$ cat config.mk
export PLATFORM = sky130hd
export DESIGN_NAME = posit_mul_issuer
export DESIGN_NICKNAME = d
export VERILOG_FILES = /design/src/rtl/posit_mul_issuer.sv
export SDC_FILE = /design/constraint.sdc
export NUM_CORES = 1
export LEC_CHECK = 0
export CAP_MARGIN = 5
export CORE_MARGIN = 4
export CORE_UTILIZATION = 44
export CTS_BUF_LIST = sky130_fd_sc_hd__clkbuf_2
export CTS_CLUSTER_SIZE = 30
export DETAILED_ROUTE_END_ITERATION = 8
export GPL_ROUTABILITY_DRIVEN = 0
export GPL_TIMING_DRIVEN = 0
export HOLD_SLACK_MARGIN = 0.03
export PLACE_DENSITY = 0.65
export SLEW_MARGIN = 20
export SYNTH_ARGS = -nofsm -noshare
export SYNTH_HDL_FRONTEND = slang
export SYNTH_SLANG_ARGS = --single-unit
$ cat constraint.sdc
create_clock -name clk -period 4.55 [get_ports clk]
set_input_delay 0.455 -clock clk [delete_from_list [all_inputs] [get_ports clk]]
set_output_delay 0.455 -clock clk [all_outputs]
set_load 0.01 [all_outputs]
$ cat src/rtl/posit_mul_issuer.sv
// rtl/posit_mul_issuer.sv - operand FIFO and issue/retire front-end for posit_mul
//
// Purpose:
//   Buffers posit operand pairs in a small FIFO, issues one pair at a time to
//   posit_mul with a registered single-cycle start pulse, waits for the rising
//   edge of mul_done, and holds the result in an output register until the
//   consumer accepts it. A cycle watchdog retires a hung op as NaR.
//
// Optional feature (macro POSIT_ISSUER_BYPASS_EN):
//   When defined, pairs with a NaR or zero operand retire directly from ISSUE
//   without touching the multiplier (NaR has priority over zero).
//
// Ports:
//   clk, rst_n                 clock, asynchronous active-low reset
//   in_valid/in_ready          operand pair handshake (in_ready = FIFO not full)
//   in_a, in_b                 32-bit posit operands
//   mul_start                  one-cycle start pulse to posit_mul
//   mul_a, mul_b               registered operands, stable while the op is live
//   mul_result/done/nar/zero   posit_mul response (done may stay high)
//   out_valid/out_ready        result handshake
//   out_result/nar/zero        result posit and its flags
//   out_timeout                result was produced by the watchdog
//   occupancy                  FIFO entry count
module posit_mul_issuer #(
  parameter int DEPTH   = 4,
  parameter int TIMEOUT = 255
) (
  input  logic                     clk,
  input  logic                     rst_n,
  input  logic                     in_valid,
  output logic                     in_ready,
  input  logic [31:0]              in_a,
  input  logic [31:0]              in_b,
  output logic                     mul_start,
  output logic [31:0]              mul_a,
  output logic [31:0]              mul_b,
  input  logic [31:0]              mul_result,
  input  logic                     mul_done,
  input  logic                     mul_nar,
  input  logic                     mul_zero,
  output logic                     out_valid,
  input  logic                     out_ready,
  output logic [31:0]              out_result,
  output logic                     out_nar,
  output logic                     out_zero,
  output logic                     out_timeout,
  output logic [$clog2(DEPTH):0]   occupancy
);

  localparam int          AW      = $clog2(DEPTH);
  localparam int          PW      = AW + 1;
  localparam logic [PW-1:0] FULL_CNT = PW'(DEPTH);
  localparam logic [15:0] WD_LAST = 16'(TIMEOUT - 1);
  localparam logic [31:0] NAR     = 32'h8000_0000;

  typedef enum logic [1:0] {
    S_IDLE,
    S_ISSUE,
    S_WAIT,
    S_HOLD
  } state_e;

  state_e        state_q, state_d;
  logic [PW-1:0] wr_ptr_q, wr_ptr_d;
  logic [PW-1:0] rd_ptr_q, rd_ptr_d;
  logic [63:0]   mem_q [DEPTH];
  logic [63:0]   mem_d [DEPTH];
  logic [15:0]   watchdog_q, watchdog_d;
  logic          done_q, done_d;
  logic          mul_start_q, mul_start_d;
  logic [31:0]   mul_a_q, mul_a_d;
  logic [31:0]   mul_b_q, mul_b_d;
  logic          out_valid_q, out_valid_d;
  logic [31:0]   out_result_q, out_result_d;
  logic          out_nar_q, out_nar_d;
  logic          out_zero_q, out_zero_d;
  logic          out_timeout_q, out_timeout_d;

  logic [PW-1:0] occ;
  logic          full;
  logic          push;
  logic          pop;
  logic          done_rise;
  logic [31:0]   head_a;
  logic [31:0]   head_b;

  // Wrap-bit pointers: the difference is the exact entry count.
  assign occ       = wr_ptr_q - rd_ptr_q;
  assign full      = (occ == FULL_CNT);
  // in_ready depends only on registered occupancy, so a same-cycle pop
  // never lets a push into a full FIFO.
  assign push      = in_valid & ~full;
  assign done_rise = mul_done & ~done_q;
  assign head_a    = mem_q[rd_ptr_q[AW-1:0]][63:32];
  assign head_b    = mem_q[rd_ptr_q[AW-1:0]][31:0];

  always_comb begin
    state_d       = state_q;
    watchdog_d    = watchdog_q;
    mul_start_d   = 1'b0;
    mul_a_d       = mul_a_q;
    mul_b_d       = mul_b_q;
    out_valid_d   = out_valid_q;
    out_result_d  = out_result_q;
    out_nar_d     = out_nar_q;
    out_zero_d    = out_zero_q;
    out_timeout_d = out_timeout_q;
    pop           = 1'b0;
    // mul_done is tracked every cycle so a level left high from a previous
    // op never looks like a fresh edge when WAIT is entered.
    done_d        = mul_done;

    case (state_q)
      S_IDLE: begin
        if (occ != '0) state_d = S_ISSUE;
      end

      S_ISSUE: begin
        mul_a_d    = head_a;
        mul_b_d    = head_b;
        watchdog_d = '0;
`ifdef POSIT_ISSUER_BYPASS_EN
        if (head_a == NAR || head_b == NAR) begin
          out_result_d  = NAR;
          out_nar_d     = 1'b1;
          out_zero_d    = 1'b0;
          out_timeout_d = 1'b0;
          out_valid_d   = 1'b1;
          pop           = 1'b1;
          state_d       = S_HOLD;
        end else if (head_a == 32'h0 || head_b == 32'h0) begin
          out_result_d  = 32'h0;
          out_nar_d     = 1'b0;
          out_zero_d    = 1'b1;
          out_timeout_d = 1'b0;
          out_valid_d   = 1'b1;
          pop           = 1'b1;
          state_d       = S_HOLD;
        end else begin
          mul_start_d = 1'b1;
          state_d     = S_WAIT;
        end
`else
        mul_start_d = 1'b1;
        state_d     = S_WAIT;
`endif
      end

      S_WAIT: begin
        watchdog_d = watchdog_q + 16'd1;
        // A real completion beats the watchdog when both land together.
        if (done_rise) begin
          out_result_d  = mul_result;
          out_nar_d     = mul_nar;
          out_zero_d    = mul_zero;
          out_timeout_d = 1'b0;
          out_valid_d   = 1'b1;
          pop           = 1'b1;
          state_d       = S_HOLD;
        end else if (watchdog_q == WD_LAST) begin
          out_result_d  = NAR;
          out_nar_d     = 1'b1;
          out_zero_d    = 1'b0;
          out_timeout_d = 1'b1;
          out_valid_d   = 1'b1;
          pop           = 1'b1;
          state_d       = S_HOLD;
        end
      end

      S_HOLD: begin
        if (out_ready) begin
          out_valid_d = 1'b0;
          state_d     = (occ != '0) ? S_ISSUE : S_IDLE;
        end
      end

      default: state_d = S_IDLE;
    endcase

    wr_ptr_d = wr_ptr_q + PW'(push);
    rd_ptr_d = rd_ptr_q + PW'(pop);
    mem_d    = mem_q;
    if (push) mem_d[wr_ptr_q[AW-1:0]] = {in_a, in_b};
  end

  always_ff @(posedge clk or negedge rst_n) begin
    if (!rst_n) begin
      state_q       <= S_IDLE;
      wr_ptr_q      <= '0;
      rd_ptr_q      <= '0;
      for (int i = 0; i < DEPTH; i++) mem_q[i] <= '0;
      watchdog_q    <= '0;
      done_q        <= 1'b0;
      mul_start_q   <= 1'b0;
      mul_a_q       <= '0;
      mul_b_q       <= '0;
      out_valid_q   <= 1'b0;
      out_result_q  <= '0;
      out_nar_q     <= 1'b0;
      out_zero_q    <= 1'b0;
      out_timeout_q <= 1'b0;
    end else begin
      state_q       <= state_d;
      wr_ptr_q      <= wr_ptr_d;
      rd_ptr_q      <= rd_ptr_d;
      mem_q         <= mem_d;
      watchdog_q    <= watchdog_d;
      done_q        <= done_d;
      mul_start_q   <= mul_start_d;
      mul_a_q       <= mul_a_d;
      mul_b_q       <= mul_b_d;
      out_valid_q   <= out_valid_d;
      out_result_q  <= out_result_d;
      out_nar_q     <= out_nar_d;
      out_zero_q    <= out_zero_d;
      out_timeout_q <= out_timeout_d;
    end
  end

  assign in_ready    = ~full;
  assign occupancy   = occ;
  assign mul_start   = mul_start_q;
  assign mul_a       = mul_a_q;
  assign mul_b       = mul_b_q;
  assign out_valid   = out_valid_q;
  assign out_result  = out_result_q;
  assign out_nar     = out_nar_q;
  assign out_zero    = out_zero_q;
  assign out_timeout = out_timeout_q;

endmodule

==> results of run 1 <==
-- worst max-delay path: cells and delay by family, from the launching register on --
kind                       cells  cell delay (ps)
and+or+nand+nor                1              130
adders and majority gates      2              610
DFF                            1              490
buffers and inverters          2              730
xor gates and xnor gates       1              260
-- sequential cells by signal (all words and copies together) (netlist names), 2 cells and up --
register and flops:
state_q 2, rd_ptr_q 3, mul_a 32, mul_b 32, wr_ptr_q 3, watchdog_q 16
mem_q 256, out_result 32
-- metal layers --
metal / global-route usage (%) / routed length [µm] / vias to the layer above
met4: 5.56 / 560 / 2
met1: 24.2 / 16100 / 4989
met3: 4.72 / 1800 / 44
li1: - / - / 4368
met5: 0 / 20 / -
met2: 27.9 / 16400 / 218
-- Yosys cell counts (3+ instances only) --
library cell,count
nor3_1,7
nand3_4,4
clkbuf_1,19
ha_1,12
mux2_4,54
mux2_1,186
xor2_1,8
mux4_2,64
buf_6,25
o21ai_0,5
nor2_1,18
nand2_1,12
a22o_1,32
nand3_1,8
mux2_2,81
inv_1,10
dfrtp_1,382
and3_1,3
xnor2_1,5
buf_2,9
-- report_power, final --
group | switching (W) | internal, W
combinational | 0.00244 | 0.00385
sequential | 0.000863 | 0.00508
clock | 0.00134 | 0.000947
total | 0.00465 | 0.00988
-- worst min-delay path by stage --
stage / cells past startpoint / to / slack [ps]
2_1_floorplan: 0 / done_q / 160
3_3_place_gp: 1 / mem_q[117] / 470
3_5_place_dp: 1 / mem_q[82] / 360
4_1_cts: 2 / mem_q[113] / 30
5_1_grt: 2 / out_result[18] / 70
6_report: 2 / out_result[18] / 180
-- layout by cell type (no fill, tap or decap), types with 3 or more instances in the layout --
master,count
nand3_4,4
inv_2,4
buf_2,9
mux2_1,186
clkbuf_1,19
xnor2_1,5
ha_1,12
dlygate4sd3_1,35
clkinv_1,17
mux2_4,54
mux4_2,64
and3_1,3
nand3_1,8
a22o_1,32
clkbuf_2,144
clkdlybuf4s50_1,206
nand2_1,12
mux2_2,81
o21ai_0,5
xor2_1,8
dfrtp_1,382
nor3_1,7
inv_1,10
nor2_1,18
buf_16,4
buf_6,25
-- logic make-up (layout without fill, tap and decap cells) --
logic type	Yosys count	after routing	share of synthesized area, %
fa+ha+maj	13	13	1.04
mux	386	386	32.2
flops	382	382	58.5
simple gates	68	68	2.48
buf+inv	65	479	2.71
compound gates	45	45	2.21
xor+xnor	14	14	0.842
other cells	0	1	0
-- stage by stage --
stage	cell area, µm²	TNS (ps)	setup slack, ps	util, %
after floorplan	16300	0	1810	-
after global placement	19000	-5380990	-14130	51.9
after detailed placement	19100	0	1580	52.2
after CTS	20300	0	799	55.6
after global routing	20400	0	796	55.6
final	20400	0	964	55.6
-- cell type report --
type                       count  area share, %
tap                          468           2.88
antenna                        1         0.0123
clock inverter                23          0.689
sequential                   382           47.0
timing repair buffer         247           12.6
multi-input combinational    526           31.2
inverter                      11          0.203
clock buffer                 144           3.54
buffer                        54           1.97
-- timing repair --
action	CTS	global route
resized for setup	0	0
hold endpoints to repair	240	0
buffers inserted	0	0
hold buffers	36	0
==> results.py, run 1 <==
metrics = {
    "timing": {
        "relSlewSlack_pct": 42.2,
        "finClkSkew_ps": 74.5,
        "rsz0062_at_grt": "false",
        "finalSetupViolations": 0,
        "hold_viol": 0,
        "fin_crit_sh_pct": 78.8,
        "worst-slew-pin-transition_ps": 867,
        "fmax_mhz": 279,
        "slew_viol_final": 0,
        "hold_ws_ps": 177,
        "fin_crit_ps": 3590,
    },
    "die": {
        "die_h_um": 201,
        "core_um2": 36600,
        "initial_core_util_pct": 44.6,
        "io_pins": 208,
        "rows": 70,
        "dieArea_um2": 40300,
        "dieWidth_um": 201,
    },
    "finish": {
        "drive_gt1_share_pct": 28.7,
        "multi_input_area_um2": 6340,
        "nets": 1437,
        "seqCellArea_um2": 9560,
        "fill_cells": 3062,
        "fin_cells": 1856,
        "area_delta_synth_final_pct": 24.5,
    },
    "worst_setup_path": {
        "cp-endpoint": "in_ready",
        "startpoint": "wr_ptr_q[0]",
        "critPathMaxStageDelay_ps": 550,
        "rr_worst_depth": 10,
        "required_ps": 4090,
        "cp-end-kind": "output port",
        "path_cells": "inv_1 -> ha_1 -> fa_1 -> xor3_1 -> nand3_1 -> clkdlybuf4s50_1",
        "critical_path_arrival_ps": 3130,
        "rrSetupSlack_ps": 1550,
        "cp_max_fo": 4,
        "cp-start-kind": "register",
        "r2r-end": "mem_q[41]",
        "crit_type": "reg2out",
        "r2r-start": "wr_ptr_q[0]",
        "crit_slowest_cell": "clkdlybuf4s50_1",
    },
    "drt": {
        "via_per_inst": 5.18,
        "routed_wl_mm": 34.9,
        "drt_pass1_iterations": 6,
        "antenna_left": 0,
        "drt-initial-drc-count": 318,
        "drc": 0,
        "vias": 9621,
        "avgRoutedWirePerCell_um": 18.8,
    },
    "cts": {
        "cts_sinks": 382,
        "clk_pin_slew_worst_paths_ps": 90,
        "cts-buffers-inserted": 99,
        "clk_latency_ps": 930,
        "h-tree-depth": 3,
        "cts.path.max_buffers": 3,
        "cts_tree": "built",
        "clock-root-buffer": "clkbuf_2",
    },
    "placed_design": {
        "portBuffers": 207,
        "dp.cells": 1652,
        "dp_hpwl_mm": 22.4,
    },
    "yosys": {
        "synth-seq-cells": 382,
        "ys_seq_area_share_pct": 58.5,
        "synth_area_leaders": "dfrtp_1, mux2_1, mux4_2",
        "async_flop_share_pct": 100,
        "synth_fp_nets": 1089,
        "synth_top_area_share_pct": 58.5,
        "synth-edff-count": 0,
        "syn_inst": 973,
        "synth.avg_cell_area_um2": 16.8,
        "synth_ff_type": "dfrtp_1",
        "ys_warn_count": 0,
        "synth_cell_types": 45,
        "netlist_area_um2": 16300,
        "synth_top_area_cell": "dfrtp_1",
    },
    "global_routing": {
        "grt-ovfl-total": 0,
        "track_usage_pct": 17.7,
        "grt_pass1_vias": 10592,
        "grt_max_degree": 93,
        "grt_pass1_wl_mm": 57.7,
        "antenna_found_initial": 2,
    },
    "power_and_ir_drop": {
        "ir_worst_vdd_mv": 0.571,
        "power_density_nw_per_um2": 714,
        "power_w": 0.0145,
        "power.leakage_nw": 9.02,
    },
    "hold_path": {
        "hold_class": "in2reg",
        "worstHoldStart": "mul_result[18]",
    },
    "run_status": {
        "status": "complete, no violations",
    },
    "flow_run": {
        "cap_violations": 0,
    },
}
No activity file was read; power rests on OpenSTA's default activity.
==> inputs of run 2 (changes only) <==
clock period = 3.3 ns   (was 4.55 ns; I/O delays follow)
==> run 2 against run 1 <==
  * Worst setup slack worse by 750 ps
  * Wire length is 1.5% higher
  * Non-clock buffer count is 63 higher
  * Sequential share of layout area is 1.4 points lower
  * Global-route usage is 0.26 points higher
  * Via count is 2.2% higher
  * Worst hold slack better by 24 ps
  * Sequential power is 38% higher
  * Final area is 3.1% higher
  * Combinational power is 39% higher
  * Die area stayed put
  * Critical path type unchanged
==> results.py, run 2 (same netlist as run 1, synthesis figures left out) <==
metrics = {
    "hold_path": {
        "hold_class": "in2reg",
    },
    "global_routing": {
        "grt_pass1_vias": 10882,
        "grt_max_degree": 93,
        "grt_pass1_wl_mm": 58.9,
        "antenna_found_initial": 1,
        "track_usage_pct": 18.0,
        "grt-ovfl-total": 0,
    },
    "drt": {
        "drc": 0,
        "avgRoutedWirePerCell_um": 18.5,
        "antenna_left": 0,
        "drt-initial-drc-count": 308,
        "via_per_inst": 5.13,
        "vias": 9836,
        "routed_wl_mm": 35.4,
        "drt_pass1_iterations": 4,
    },
    "cts": {
        "clock-root-buffer": "clkbuf_2",
        "cts-buffers-inserted": 99,
        "cts_sinks": 382,
        "h-tree-depth": 3,
        "cts.path.max_buffers": 3,
        "clk_latency_ps": 930,
        "cts_tree": "built",
        "clk_pin_slew_worst_paths_ps": 100,
    },
    "timing": {
        "fin_crit_ps": 3080,
        "worst-slew-pin-transition_ps": 879,
        "relSlewSlack_pct": 41.4,
        "finalSetupViolations": 0,
        "hold_viol": 0,
        "fmax_mhz": 324,
        "finClkSkew_ps": 67.3,
        "slew_viol_final": 0,
        "rsz0062_at_grt": "false",
        "fin_crit_sh_pct": 93.4,
        "tns_ps": 0,
    },
    "die": {
        "dieWidth_um": 201,
        "rows": 70,
        "initial_core_util_pct": 44.6,
        "die_h_um": 201,
        "dieArea_um2": 40300,
        "core_um2": 36600,
        "io_pins": 208,
    },
    "placed_design": {
        "dp.cells": 1652,
        "portBuffers": 207,
        "dp_hpwl_mm": 22.4,
    },
    "finish": {
        "drive_gt1_share_pct": 27.8,
        "nets": 1500,
        "multi_input_area_um2": 6340,
        "regMostFlops": "mem_q",
        "area_delta_synth_final_pct": 28.4,
        "fin_cells": 1919,
        "final_cell_mix": "dfrtp_1, clkdlybuf4s50_1, mux2_1, clkbuf_2, dlygate4sd3_1",
        "largest_reg_flops": 256,
        "final_common_cell": "dfrtp_1",
        "seqCellArea_um2": 9560,
        "fill_cells": 2996,
    },
    "flow_run": {
        "cap_violations": 0,
    },
    "power_and_ir_drop": {
        "p_seq_share_pct": 40.7,
        "combPwrFrac_pct": 43.6,
        "power_density_nw_per_um2": 959,
        "power.leakage_nw": 9.28,
        "intPower_w": 0.0137,
        "power_w": 0.0201,
        "pwr-share-clk_pct": 15.7,
        "ir_worst_vdd_mv": 0.794,
        "switching_share_pct": 32.1,
        "power.switching_w": 0.00645,
    },
    "worst_setup_path": {
        "path_cells": "inv_1 -> fa_1 -> xor3_2 -> clkdlybuf4s50_1",
        "crit_family": "buffers and inverters",
        "cp-start-kind": "register",
        "cp-endpoint": "occupancy[2]",
        "critical_path_arrival_ps": 2750,
        "rrSetupSlack_ps": 440,
        "crit_type": "reg2out",
        "critPathMaxStageDelay_ps": 550,
        "worst-path-stages": 4,
        "rr_worst_depth": 11,
        "cp-end-kind": "output port",
        "crit_slowest_cell": "clkdlybuf4s50_1",
        "cp_max_fo": 4,
        "required_ps": 2970,
        "crit_buf_inv": 2,
        "r2r-end": "rd_ptr_q[2]",
        "startpoint": "wr_ptr_q[1]",
        "r2r-start": "state_q[0]",
    },
    "run_status": {
        "status": "complete, no violations",
    },
}
==> run 2: cell types whose count changed in the layout (fill, tap and decap cells not counted) <==
cell / change
buf_4: +1
inv_1: -1
inv_2: +1
dfrtp_1: -2
xor3_1: -1
xor3_2: +1
dfrtp_2: +2
clkdlybuf4s50_1: -1
dlygate4sd3_1: +62
dlygate4sd2_1: +1
==> run 2: timing repair <==
item,CTS,global route
endpoints found under the hold margin,518,0
setup buffers,1,0
hold buffers,98,0
endpoints found under the setup margin,3,0
gates resized for setup,5,0
==> run 2: worst min-delay path by stage <==
stage               start         end  slack [ps]  cells past startpoint
6_report         in_a[10]  mem_q[106]         200                      2
5_1_grt          in_a[10]  mem_q[106]         100                      2
4_1_cts          in_a[10]  mem_q[106]          30                      2
3_5_place_dp        rst_n   mem_q[82]         240                      1
3_3_place_gp   mem_q[117]  mem_q[117]         470                      1
2_1_floorplan       rst_n      done_q          30                      0
==> run 2: layer usage <==
| metal | GRT usage, % | wire [µm] |
|---|---|---|
| met2 | 28.6 | 16900 |
| met1 | 24.7 | 16400 |
| met4 | 5.33 | 564 |
| met3 | 4.43 | 1630 |
| met5 | 0 | 0 |
==> run 2: layout make-up <==
class | count | share of cell area, %
Sequential cell | 382 | 45.6
Inverter | 11 | 0.197
Clock buffer | 144 | 3.43
Timing Repair Buffer | 310 | 15.2
Clock inverter | 23 | 0.668
Multi-Input combinational cell | 526 | 30.2
Tap cell | 468 | 2.79
Antenna cell | 1 | 0.0119
Buffer | 54 | 1.91
==> run 2: metrics by stage <==
stage	cell area (µm²)	util (%)	hold WS (ps)	worst slack, ps
5_1_grt	21000	57.3	96.4	47.3
4_1_cts	21000	57.3	33.7	48.6
3_5_place_dp	19100	52.2	235	331
2_1_floorplan	16300	-	34.4	560
6_report	21000	57.3	200	216
3_3_place_gp	19000	51.9	468	-15260
==> run 2: worst register-to-register path, cell delays in order, from the launching register on <==
cell     delay (ps)
dfrtp_1         410
inv_1           160
ha_1            340
inv_2           110
or4b_1          570
nor4_4          320
nor2_2          130
buf_2           250
inv_1            80
ha_1            140
ha_1            150
xor2_1          140
==> run 2: power groups by stage <==
stage                     combinational [W]  clock [W]  sequential [W]
after floorplan                     0.00569          0         0.00823
after global placement              0.00866          0         0.00827
after detailed placement            0.00882          0         0.00828
after CTS                           0.00895    0.00333         0.00820
after global routing                0.00952    0.00358         0.00849
final                               0.00877    0.00317         0.00819
